### src/rtl/sc_scbc_sofgen.sv
// USB start-of-frame token generator: turns a frame-counter rollover into the
// three-byte SOF token (PID, frame[7:0], {crc5, frame[10:8]}) over a valid/ready byte path.
module sc_scbc_sofgen (
  input  logic        ULPICLK,
  input  logic        ULPIRST,
  input  logic        UPS_OPERATIONAL,
  input  logic        SOF_ENABLE,
  input  logic        FM_ROLLOVER,
  input  logic [15:0] FM_NUMBER,
  input  logic        TX_BUSY,
  output logic [7:0]  SOF_TXDATA,
  output logic        SOF_TXVALID,
  output logic        SOF_TXLAST,
  input  logic        SOF_TXREADY,
  output logic        SOF_BUSY,
  output logic        SOF_MISSED,
  output logic [15:0] SOF_COUNT
);

  localparam logic [2:0] S_IDLE = 3'd0;
  localparam logic [2:0] S_WAIT = 3'd1;
  localparam logic [2:0] S_PID  = 3'd2;
  localparam logic [2:0] S_FRM  = 3'd3;
  localparam logic [2:0] S_CRC  = 3'd4;

  logic [2:0]  state_q, state_d;
  logic        rq_q, rq_d;
  logic [10:0] frm_q, frm_d;
  logic [15:0] cnt_q, cnt_d;
  logic        missed_q, missed_d;
  logic        allow, req;
  logic [4:0]  crc_c;
  logic        crc_fb;
  logic [7:0]  crc_byte;
  logic        fm_unused;

  assign fm_unused = ^FM_NUMBER[15:11];
  assign allow     = UPS_OPERATIONAL & SOF_ENABLE;
  assign req       = rq_q & allow;
  assign rq_d      = FM_ROLLOVER;

  // CRC5 over the latched frame, LSB first; combinational so CRC byte is ready with no extra cycle.
  always_comb begin
    crc_c  = 5'h1f;
    crc_fb = 1'b0;
    for (int i = 0; i < 11; i++) begin
      crc_fb = frm_q[i] ^ crc_c[4];
      crc_c  = {crc_c[3:0], 1'b0} ^ (crc_fb ? 5'b00101 : 5'b00000);
    end
  end

  // Inverted CRC sent bit-reversed: c[0] in bit 7 down to c[4] in bit 3.
  assign crc_byte = {~crc_c[0], ~crc_c[1], ~crc_c[2], ~crc_c[3], ~crc_c[4], frm_q[10:8]};

  always_comb begin
    state_d  = state_q;
    frm_d    = frm_q;
    cnt_d    = cnt_q;
    missed_d = req & (state_q != S_IDLE);
    case (state_q)
      S_IDLE: if (req) begin
        state_d = S_WAIT;
        frm_d   = FM_NUMBER[10:0];
      end
      S_WAIT: begin
        if (!allow)        state_d = S_IDLE;
        else if (!TX_BUSY) state_d = S_PID;
      end
      S_PID: if (SOF_TXREADY) state_d = S_FRM;
      S_FRM: if (SOF_TXREADY) state_d = S_CRC;
      S_CRC: if (SOF_TXREADY) begin
        state_d = S_IDLE;
        cnt_d   = cnt_q + 16'd1;
      end
      default: state_d = S_IDLE;
    endcase
  end

  always_ff @(posedge ULPICLK or posedge ULPIRST) begin
    if (ULPIRST) begin
      state_q  <= S_IDLE;
      rq_q     <= 1'b0;
      frm_q    <= 11'd0;
      cnt_q    <= 16'd0;
      missed_q <= 1'b0;
    end else begin
      state_q  <= state_d;
      rq_q     <= rq_d;
      frm_q    <= frm_d;
      cnt_q    <= cnt_d;
      missed_q <= missed_d;
    end
  end

  always_comb begin
    SOF_TXVALID = 1'b0;
    SOF_TXLAST  = 1'b0;
    SOF_TXDATA  = 8'h00;
    case (state_q)
      S_PID: begin SOF_TXVALID = 1'b1; SOF_TXDATA = 8'hA5; end
      S_FRM: begin SOF_TXVALID = 1'b1; SOF_TXDATA = frm_q[7:0]; end
      S_CRC: begin SOF_TXVALID = 1'b1; SOF_TXLAST = 1'b1; SOF_TXDATA = crc_byte; end
      default: ;
    endcase
  end

  assign SOF_BUSY   = (state_q != S_IDLE);
  assign SOF_MISSED = missed_q;
  assign SOF_COUNT  = cnt_q;

endmodule

### config.mk
export PLATFORM = sky130hd
export DESIGN_NAME = sc_scbc_sofgen
export DESIGN_NICKNAME = d
export VERILOG_FILES = /design/src/rtl/sc_scbc_sofgen.sv
export SDC_FILE = /design/constraint.sdc
export NUM_CORES = 1
export LEC_CHECK = 0
export CAP_MARGIN = 20
export CORE_ASPECT_RATIO = 1.5
export CORE_MARGIN = 5
export CORE_UTILIZATION = 50
export CTS_CLUSTER_SIZE = 30
export DETAILED_ROUTE_END_ITERATION = 10
export PLACE_DENSITY = 0.85
export SKIP_LAST_GASP = 1
export SLEW_MARGIN = 20
export SYNTH_ARGS = -nofsm -noshare
export SYNTH_HDL_FRONTEND = slang
export SYNTH_SLANG_ARGS = --single-unit
### constraint.sdc
create_clock -name ULPICLK -period 2.48 [get_ports ULPICLK]
set_clock_uncertainty 0.05 [all_clocks]
set_input_delay 0.496 -clock ULPICLK [delete_from_list [all_inputs] [get_ports ULPICLK]]
set_output_delay 0.496 -clock ULPICLK [all_outputs]
set_load 0.1 [all_outputs]
# Word level (Yosys, flattened, before mapping)
# Cells that the tools add are included.
[word_totals]
ff_bits = 32
latch_bits = 0
ramBits = 0
rom_bits = 0
in_bits = 23
out_inout_bits = 28
word_cells = 71
memories = 0
[classes]
add_sub_neg = 1
multipliers = 0
n_div = 0
order_cmp = 0
n_eq_ne = 9
n_shift = 0
muxes = 21
bitwise_logic = 29
n_reduce_logical = 6
[op_table]
columns = ["operator", "n"]
rows = [
  ["two-way mux 3 bit", 17],
  ["bitwise XOR 5 x 3 -> 5 bit", 10],
  ["case mux 8 bit (3 select lines)", 1],
  ["adder 16 x 1 -> 16 bit (second input constant)", 1],
  ["case mux 3 bit (5 select lines)", 1],
  ["bitwise XOR 1 bit", 10],
  ["!= test 2 bit (second input constant)", 4],
  ["== test 3 x 2 -> 1 bit (second input constant)", 2],
  ["NOT 1 bit", 5],
  ["AND reduction 5 bit", 1],
  ["NOT 2 -> 4 bit", 1],
  ["AND reduction 2 bit", 2],
  ["bitwise AND 1 bit", 3],
  ["== test 3 x 1 -> 1 bit (second input constant)", 1],
  ["== test 3 bit (second input constant)", 1],
  ["zero test 3 bit", 1],
  ["!= test 3 bit (second input constant)", 1],
  ["nonzero test 3 bit", 1],
  ["OR reduction 3 bit", 1],
  ["two-way mux 1 bit", 2],
]

# Depth between registers and ports, before layout
[depth]
depth_word = 34
mapped_depth = 7
ltp_nobuf = 6

# Worst setup path before layout
# Ideal clock, no wire load.
[synth_path]
path_kind = "reg2out"
from = "register frm_q[3]"
to = "output port SOF_TXDATA[4]"
arrival_time_ns = 3.178
t_required_ns = 1.934
slack_ns = -1.244
path_stages_with_launch = 5
n_path_buf = 0
path_cell_list = "dfrtp_1 > xnor3_1 > xor2_1 > xnor2_1 > o21ai_0"
[synth_via]
elab_chain_len = 16
[synth_rtl]
columns = ["element", "line_no", "text"]
rows = [
  ["start, declared", "28", "logic [10:0] frm_q, frm_d;"],
  ["start signal, assigned", "89", "frm_q <= frm_d;"],
  ["bitwise XOR 1 bit", "47", "crc_fb = frm_q[i] ^ crc_c[4];"],
  ["two-way mux 3 bit", "48", "crc_c = {crc_c[3:0], 1'b0} ^ (crc_fb ? 5'b00101 : 5'b00000);"],
  ["bitwise XOR 5 x 3 -> 5 bit (3 in a row)", "48", ""],
  ["bitwise XOR 1 bit", "47", ""],
  ["two-way mux 3 bit", "48", ""],
  ["bitwise XOR 5 x 3 -> 5 bit (3 in a row)", "48", ""],
  ["bitwise XOR 1 bit", "47", ""],
  ["two-way mux 3 bit", "48", ""],
  ["bitwise XOR 5 x 3 -> 5 bit (2 in a row)", "48", ""],
  ["NOT 1 bit", "53", "assign crc_byte = {~crc_c[0], ~crc_c[1], ~crc_c[2], ~crc_c[3], ~crc_c[4], frm_q[10:8]};"],
  ["case mux 8 bit (3 select lines)", "99", "case (state_q)"],
  ["end, declared", "11", "output logic [7:0] SOF_TXDATA,"],
]
# Every way passes these cells.

# Worst setup path in the final report
[layout_path]
from = "register frm_q[10]"
to = "output port SOF_TXDATA[5]"
[layout_via]
elab_chain_len = 5
[layout_rtl]
columns = ["element", "line_no"]
rows = [
  ["bitwise XOR 1 bit", "47"],
  ["two-way mux 3 bit", "48"],
  ["bitwise XOR 5 x 3 -> 5 bit", "48"],
  ["NOT 1 bit", "53"],
  ["case mux 8 bit (3 select lines)", "99"],
]
# Every way passes these cells.

==> flow_metrics.tcl <==
set metrics [dict create \
    synth.cell_area_um2 1660 \
    fill_cells 235 \
    cts_hold_buffers 0 \
    rsz0062_at_grt "yes" \
    fin_setup_tns_ns -0.0137 \
    numCtsBuffers 5 \
    seqPwrFrac_pct 24.6 \
    critPathKind "reg2out" \
    worstSetupEndpointType "output port" \
    antenna_found_initial 0 \
    die_y_um 80.6 \
    maxCapViolations 0 \
    cpMostUsedCell "xnor2_1" \
    ir_drop_mv 1.28 \
    seq_area_um2 801 \
    cp_max_fo 3 \
    synth_edf_count 0 \
    cp_data_required_time_ns 1.93 \
    drive_gt1_share_pct 32.5 \
    grt_pass1_vias 1432 \
    drt_wl_total_mm 3.68 \
    synth_flop_cell "dfrtp_1" \
    min_period_over_period_pct 101 \
    synth-seq-cells 32 \
    syn_avg_cell_area_um2 11.1 \
    synth_cell_type_count 31 \
    worstSkewPairLatency_ns 0.28 \
    syn-instance-count 149 \
    grt_use_met3_pct 5.31 \
    arrival_ns 1.95 \
    core_area_um2 3190 \
    busiest_layer "met2" \
    power_mw 3.41 \
    p_sw_mw 1.62 \
    antenna_left 0 \
    ys_seq_area_share_pct 48.3 \
    grt_max_degree 33 \
    cp_slowest_stage_delay_ns 0.47 \
    relSlewSlack_pct 70.6 \
    rows 25 \
    initial_core_util_pct 52.0 \
    hold_viol_final 0 \
    drv_slew 0 \
    clock-sinks 32 \
    setup_slack_ns -0.0137 \
    portBuffers 45 \
    syn_to_final_growth_pct 42.6 \
    gr-usage-met2_pct 32.4 \
    pwr-share-clk_pct 10.9 \
    p_comb_share_pct 64.5 \
    wl_per_cell_um 15.1 \
    p_leak_nw 1.06 \
    dpl.hpwl_mm 2.74 \
    die_area_um2 4590 \
    antenna-diode-count 0 \
    pwr_density_cell_nw_per_um2 1440 \
    p_int_mw 1.78 \
    crit_family "XOR/XNOR gates" \
    drt_iter0_markers 30 \
    first_pass_iters 4 \
    final_nets 227 \
    yosysWarnings 0 \
    worst-path-buf-inv 1 \
    syn_nets 173 \
    cts_tree "done" \
    io_pins 51 \
    status "complete, but fails checks" \
    vias 1287 \
    async_flop_share_pct 100 \
    cts-root-buf "clkbuf_8" \
    path_clk_slew_ns 0.06 \
    clock_path_buffers 2 \
    grt_pass1_wl_mm 6.50 \
    routed_via_density 5.30 \
    startpoint_type "flop" \
    crit_chain "xnor2_1 > xnor3_1 > xnor2_1 > o22ai_2 > buf_12" \
    cp_slowest_cell "xnor3_1" \
    worst_pin_slew_ns 0.440 \
    htree_num_levels 2 \
    period_needed_ns 2.49 \
    gp_congestion 0.795 \
    die_w_um 57.0 \
    drc_errors 0 \
    grt-ovfl-total 0 \
    p_sw_share_pct 47.6 \
    timing.fmax_mhz 401 \
    grt_use_total_pct 18.5 \
    setup_viol 1 \
    hp-class "reg2reg" \
    violations "negative setup slack" \
    use_met1_pct 19.9 \
    multi_input_area_um2 868 \
]
area by class of cell:
cell class / count / area share, %
clock inverter: 1 / 0.212
sequential: 32 / 33.8
tap: 40 / 2.12
clock buffer: 6 / 3.07
inverter: 4 / 0.793
timing repair buffer: 51 / 23.3
multi-input combinational: 109 / 36.7
cells by family (layout without fill, tap and decap cells):
group,count (synthesis),count (layout),synth area share [%]
XOR/XNOR,32,32,18.6
multiplexers,12,12,8.07
adder cells (fa/ha/maj),1,1,0.754
AND/OR/NAND/NOR,53,53,17.6
buffers and inverters,8,62,2.94
flip-flops,32,32,48.3
AO/OA/AOI/OAI,11,11,3.77
synth_stat cells (all sizes together) (2+ instances only):
| library cell | number | area share (%) |
|---|---|---|
| inv | 4 | 0.90 |
| nor2b | 5 | 1.9 |
| nand3 | 4 | 1.2 |
| mux2 | 11 | 7.5 |
| nand2 | 20 | 4.5 |
| nor3 | 3 | 0.90 |
| a21oi | 2 | 0.60 |
| o21ai | 5 | 1.5 |
| o22ai | 3 | 1.1 |
| xnor3 | 2 | 2.7 |
| xor2 | 9 | 4.8 |
| nand4 | 4 | 1.5 |
| nor4 | 3 | 1.5 |
| buf | 3 | 1.8 |
| dfrtp | 32 | 48 |
| xnor2 | 21 | 11 |
| nor2 | 7 | 1.7 |
placed cells by master, fill, tap and decap left out, drive strengths merged:
cell type,netlist,final
buf,3,34
dfrtp,32,32
xnor2,21,21
nand2,20,20
clkdlybuf4s50,0,17
mux2,11,11
xor2,9,9
nor2,7,7
clkbuf,1,6
nor2b,5,5
o21ai,5,5
nand3,4,4
nand4,4,4
nor3,3,3
inv,4,3
nor4,3,3
o22ai,3,3
a21oi,2,2
xnor3,2,2
or3,1,1
nor4b,1,1
mux2i,1,1
and3,1,1
nand4bb,1,1
nand2b,1,1
clkinvlp,0,1
and2,1,1
a22o,1,1
or4,1,1
ha,1,1
clkinv,0,1
repair_timing:
| action | 4_1_cts | 5_1_grt |
|---|---|---|
| pin swaps | 5 | 2 |
| setup endpoints to repair | 2 | 4 |
| resized for setup | 2 | 1 |
| buffers inserted | 2 | 0 |
| endpoints found under the hold margin | 0 | 0 |
final timing paths:
check	from	cells past startpoint	slack, ns	end
worst min-delay path	SOF_COUNT[5]	1	0.45	SOF_COUNT[5]
min in group asynchronous	ULPIRST	3	0.55	frm_q[4]
worst max-delay path	frm_q[10]	5	-0.01	SOF_TXDATA[5]
max in group asynchronous	ULPIRST	3	1.54	SOF_COUNT[3]
worst min register to register	SOF_COUNT[5]	1	0.45	SOF_COUNT[5]
worst max register to register	state_q[0]	5	0.53	SOF_COUNT[15]
per-stage QoR:
| step | instance area, µm² | instances | setup slack [ns] | hold WS (ns) | util [%] |
|---|---|---|---|---|---|
| after detailed placement | 2250 | 234 | 0.144 | 0.430 | 70.5 |
| after global placement | 2250 | 234 | 0.226 | 0.412 | 70.5 |
| after CTS | 2360 | 243 | -0.0169 | 0.457 | 73.9 |
| after global routing | 2370 | 243 | -0.0928 | 0.476 | 74.2 |
| after floorplan | 1700 | 149 | -0.298 | 0.465 | - |
| final | 2370 | 243 | -0.0137 | 0.451 | 74.2 |
flip-flops by register name, indices dropped and copies added, names as in the netlist:
name	flops
SOF_COUNT	16
frm_q	11
state_q	3
SOF_MISSED	1
rq_q	1
routing by layer:
metal | up-vias | share of wire (%)
li1 | 615 | -
met1 | 619 | 38
met2 | 45 | 53
met3 | 8 | 7.2
met4 | 0 | 2.5
met5 | - | 0
power by group through the flow:
stage | combinational, mW | clock, mW | sequential, mW
2_1_floorplan | 1.57 | 0 | 0.894
3_3_place_gp | 2.07 | 0 | 0.830
3_5_place_dp | 2.11 | 0 | 0.838
4_1_cts | 2.19 | 0.385 | 0.833
5_1_grt | 2.31 | 0.410 | 0.863
6_report | 2.20 | 0.371 | 0.837
Note: power is estimated with default switching activity, not from simulation.
